--- src/rtl/if_id_skid.sv ---
// IF/ID ready/valid stage with a 2-entry skid buffer and synchronous flush.
// Optional IF_ID_STALL_CNT_EN adds a saturating decode-stall counter port.
module if_id_skid #(
    parameter int n = 32
) (
    input  logic         clk,
    input  logic         reset,
    input  logic         in_valid,
    output logic         in_ready,
    input  logic [n-1:0] in_pc,
    input  logic [n-1:0] in_instr,
    input  logic         flush,
    output logic         out_valid,
    input  logic         out_ready,
    output logic [n-1:0] out_pc,
    output logic [n-1:0] out_instr
`ifdef IF_ID_STALL_CNT_EN
    ,
    output logic [31:0]  stall_cnt
`endif
);

    localparam logic [1:0] EMPTY = 2'b00;
    localparam logic [1:0] ONE   = 2'b10;
    localparam logic [1:0] TWO   = 2'b11;

    logic         main_v;
    logic         skid_v;
    logic [n-1:0] main_pc;
    logic [n-1:0] main_instr;
    logic [n-1:0] skid_pc;
    logic [n-1:0] skid_instr;
    logic         acc;
    logic         take;

    // in_ready comes from flops and reset only, never from out_ready
    assign in_ready  = !skid_v && !reset;
    assign out_valid = main_v;
    assign out_pc    = main_pc;
    assign out_instr = main_instr;
    assign acc       = in_valid && in_ready;
    assign take      = out_valid && out_ready;

    always_ff @(posedge clk) begin
        if (reset || flush) begin
            main_v     <= 1'b0;
            skid_v     <= 1'b0;
            main_pc    <= '0;
            main_instr <= '0;
            skid_pc    <= '0;
            skid_instr <= '0;
        end else begin
            case ({main_v, skid_v})
                EMPTY: begin
                    if (acc) begin
                        main_v     <= 1'b1;
                        main_pc    <= in_pc;
                        main_instr <= in_instr;
                    end
                end
                ONE: begin
                    if (acc && !take) begin
                        skid_v     <= 1'b1;
                        skid_pc    <= in_pc;
                        skid_instr <= in_instr;
                    end else if (acc && take) begin
                        main_pc    <= in_pc;
                        main_instr <= in_instr;
                    end else if (take) begin
                        main_v <= 1'b0;
                    end
                end
                TWO: begin
                    if (take) begin
                        skid_v     <= 1'b0;
                        main_pc    <= skid_pc;
                        main_instr <= skid_instr;
                    end
                end
                default: begin
                    main_v <= 1'b0;
                    skid_v <= 1'b0;
                end
            endcase
        end
    end

`ifdef IF_ID_STALL_CNT_EN
    // flush deliberately leaves the count alone
    always_ff @(posedge clk) begin
        if (reset) begin
            stall_cnt <= '0;
        end else if (main_v && !out_ready && stall_cnt != 32'hFFFF_FFFF) begin
            stall_cnt <= stall_cnt + 32'd1;
        end
    end
`endif

endmodule

--- config.mk ---
export PLATFORM = sky130hd
export DESIGN_NAME = if_id_skid
export DESIGN_NICKNAME = d
export VERILOG_FILES = /design/src/rtl/if_id_skid.sv
export SDC_FILE = /design/constraint.sdc
export NUM_CORES = 1
export LEC_CHECK = 0
export BUFFER_PORTS_ARGS = -buffer_cell sky130_fd_sc_hd__buf_2
export CAP_MARGIN = 40
export CORE_MARGIN = 1.5
export CORE_UTILIZATION = 58
export DETAILED_ROUTE_END_ITERATION = 10
export HOLD_SLACK_MARGIN = 0.12
export PLACE_DENSITY = 0.84
export SLEW_MARGIN = 20
export SYNTH_ARGS = -nofsm -noshare
export SYNTH_HDL_FRONTEND = slang
export SYNTH_SLANG_ARGS = --single-unit
--- constraint.sdc ---
create_clock -name clk -period 4.13 [get_ports clk]
set_input_delay 0.2065 -clock clk [delete_from_list [all_inputs] [get_ports clk]]
set_output_delay 0.2065 -clock clk [all_outputs]
set_load 0.02 [all_outputs]
==> results.json <==
{
  "yosysSeqAreaShare": 0.4411,
  "gp_congestion": 0.7673,
  "wl_mm": 15.30,
  "worst_ep_required_time_ns": 4.54,
  "worstPathMaxFanout": 64,
  "clock_path_buffers": 2,
  "crit_type": "register to register",
  "holdWs_ns": 0.1999,
  "overflow": 0,
  "ios": 135,
  "min_from": "in_valid",
  "p_int_mw": 2.558,
  "yosysWarnings": 0,
  "n_fill_cell": 635,
  "synth_cell_types": 29,
  "h-tree-depth": 4,
  "syn2layout_area_growth_pct": 29.86,
  "r2r_start": "skid_v$_SDFFE_PP0P_",
  "arrival_ns": 3.02,
  "fin_crit_sh": 0.6306,
  "tightest_slew_ns": 0.7545,
  "max_cap_viol_count": 0,
  "period_needed_ns": 2.605,
  "crit_start": "skid_v$_SDFFE_PP0P_",
  "drtIter0Drc": 267,
  "numClockSinks": 130,
  "final_max_slew_viol_count": 0,
  "grt_pass1_wl_mm": 25.03,
  "core_mm2": 0.009819,
  "fin_area_mm2": 0.007662,
  "io_buffers": 134,
  "irDropWorstVdd_v": 0.0003342,
  "leakage_nw": 2.793,
  "end_kind": "register",
  "netlist_instances": 595,
  "via_per_inst": 5.665,
  "synth_nets": 667,
  "antenna_cells": 0,
  "cts_tree": "done",
  "vias": 5178,
  "rows": 36,
  "place_area_mm2": 0.006334,
  "cpPeakStageDelay_ns": 0.68,
  "finalHoldViolations": 0,
  "grt.total_usage": 0.2838,
  "drtAntennaViolNets": 0,
  "insertion_delay_ns": 0.50,
  "numCtsBuffers": 17,
  "ys_ff_latch": 130,
  "avgSynthCellArea_um2": 9.917,
  "cts_resized": 0,
  "status": "finished, final reports clean",
  "cp-start-kind": "register",
  "die_w_um": 103.9,
  "pre_cts_slack_ns": 1.619,
  "crit_path_cell_trace": "inv_1, ha_1, inv_1, a222oi_1, buf_4, a21oi_1, a211oi_2",
  "r2r_setup_slack_ns": 1.53,
  "setup_viol": 0,
  "grt_pass1_vias": 5315,
  "pwr-share-seq": 0.386,
  "critPathCapture": "out_instr[24]$_SDFFE_PP0P_",
  "drive_gt1_frac": 0.3111,
  "die_y_um": 103.9,
  "die_area_mm2": 0.01079,
  "p_comb_frac": 0.128,
  "avgRoutedWirePerCell_um": 16.74,
  "r2r_cells": 7,
  "rr_endpoint": "out_instr[24]$_SDFFE_PP0P_",
  "clkTransAtPathRegs_ns": 0.06,
  "cp_common_cell": "inv_1",
  "fin_worst_skew_ns": 0.007613,
  "relSlewSlack": 0.4970,
  "nets": 840,
  "drt-pass1-iter-count": 5,
  "utilization": 0.7803,
  "postCtsSetupRepairBufs": 0,
  "cts-root-buf": "clkbuf_8",
  "power_density_mw_per_mm2": 444.2,
  "critPathSlowestCell": "buf_4",
  "grt_max_degree": 65,
  "place.detailed.hpwl_mm": 8.601,
  "worst_slack_ns": 1.525,
  "antenna_found_initial": 0,
  "power_switching_uw": 845.0,
  "syn_area_mm2": 0.005901,
  "rsz0062_at_grt": "false",
  "initial_core_util": 0.6009,
  "p_clk_frac": 0.485,
  "swShare": 0.2483,
  "hold_path.class": "primary input to register",
  "fmax_mhz": 383.9,
  "drc": 0,
  "setup_tns_ns": 0
}
==> placed cells by master (no fill, tap or decap), types with 16 or more instances in the layout <==
cell type / instances
mux2i_1: 64
buf_2: 134
nand2_1: 129
dlygate4sd3_1: 67
clkbuf_16: 16
a21oi_1: 130
dfxtp_1: 130
a211oi_2: 60
==> sequential cells by signal (all words and copies together), names as in the netlist <==
register / count
out_instr: 32
out_pc: 32
out_valid: 1
skid_instr: 32
skid_pc: 32
skid_v: 1
==> cell usage after synthesis (all sizes together) <==
| cell | count | area, µm² |
|---|---|---|
| buf | 22 | 267.8 |
| dlygate4sd1 | 3 | 26.28 |
| nand2 | 129 | 484.2 |
| a21oi | 130 | 650.6 |
| mux2i | 64 | 640.6 |
| a211oi | 65 | 788.3 |
| and3 | 1 | 6.260 |
| nor3b | 1 | 7.510 |
| a41o | 1 | 10.01 |
| o21ai | 2 | 10.01 |
| nand3 | 2 | 10.01 |
| ha | 3 | 37.54 |
| a221oi | 1 | 8.760 |
| clkbuf | 31 | 286.5 |
| dlygate4sd3 | 1 | 10.01 |
| or2 | 1 | 6.260 |
| dfxtp | 130 | 2603 |
| nor2 | 2 | 7.510 |
| a222oi | 1 | 10.01 |
| or3b | 1 | 11.26 |
| and2 | 1 | 7.510 |
| inv | 3 | 11.26 |
==> what timing repair did <==
| action | 4_1_cts | 5_1_grt |
|---|---|---|
| hold buffers | 67 | 0 |
| setup endpoints to repair | 0 | 0 |
| endpoints found under the hold margin | 126 | 0 |
==> power groups by stage <==
| stage | sequential [mW] | clock, mW | combinational (mW) |
|---|---|---|---|
| 2_1_floorplan | 1.38 | 0 | 0.265 |
| 3_3_place_gp | 1.34 | 0 | 0.360 |
| 3_5_place_dp | 1.34 | 0 | 0.381 |
| 4_1_cts | 1.31 | 1.66 | 0.431 |
| 6_report | 1.31 | 1.65 | 0.437 |
| 5_1_grt | 1.32 | 1.72 | 0.469 |
==> per-stage QoR <==
stage | instances | total power, mW
global route | 914 | 3.507
global placement | 811 | 1.697
CTS | 914 | 3.405
floorplan | 595 | 1.643
detailed placement | 815 | 1.720
finish | 914 | 3.403
==> worst min-delay path by stage <==
stage	endpoint	slack, ns	cells past startpoint
after CTS	skid_v$_SDFFE_PP0P_	0.17	4
after global placement	skid_instr[17]$_SDFFE_PP0P_	0.44	2
final	skid_v$_SDFFE_PP0P_	0.20	4
after detailed placement	skid_instr[1]$_SDFFE_PP0P_	0.45	2
after floorplan	skid_instr[0]$_SDFFE_PP0P_	0.34	2
after global routing	skid_v$_SDFFE_PP0P_	0.22	4
==> logic make-up (layout without fill, tap and decap cells) <==
group / count (synthesis) / in the layout / share of synthesized area
adder cells (fa/ha/maj): 3 / 3 / 0.006362
multiplexers: 64 / 64 / 0.1086
buffers and inverters: 60 / 246 / 0.1020
AO/OA/AOI/OAI: 200 / 200 / 0.2504
AND/OR/NAND/NOR: 138 / 138 / 0.09161
flip-flops: 130 / 130 / 0.4411
==> per-layer routing <==
layer,routed length (µm),vias up,global-route usage
li1,-,2456,-
met1,6411,2484,0.3301
met2,7800,202,0.5132
met3,737,36,0.05201
met4,351,0,0.1131
met5,0,-,0
==> critical path: cells and delay by family, from the launching register on <==
kind,cells,cell delay [ns]
adder cells (fa/ha/maj),1,0.30
AO/OA/AOI/OAI,3,0.89
flip-flops,1,0.37
buffers and inverters,3,0.91
==> cell type report <==
type,count,area (µm²),area share
multi-input combinational,405,2730,0.3563
sequential,130,2603,0.3396
timing repair buffer,211,1494,0.1950
clock buffer,20,455.4,0.05944
clock inverter,12,202.7,0.02645
tap,133,166.4,0.02172
inverter,3,11.26,0.001470
Power figures use the tool's default switching activity.
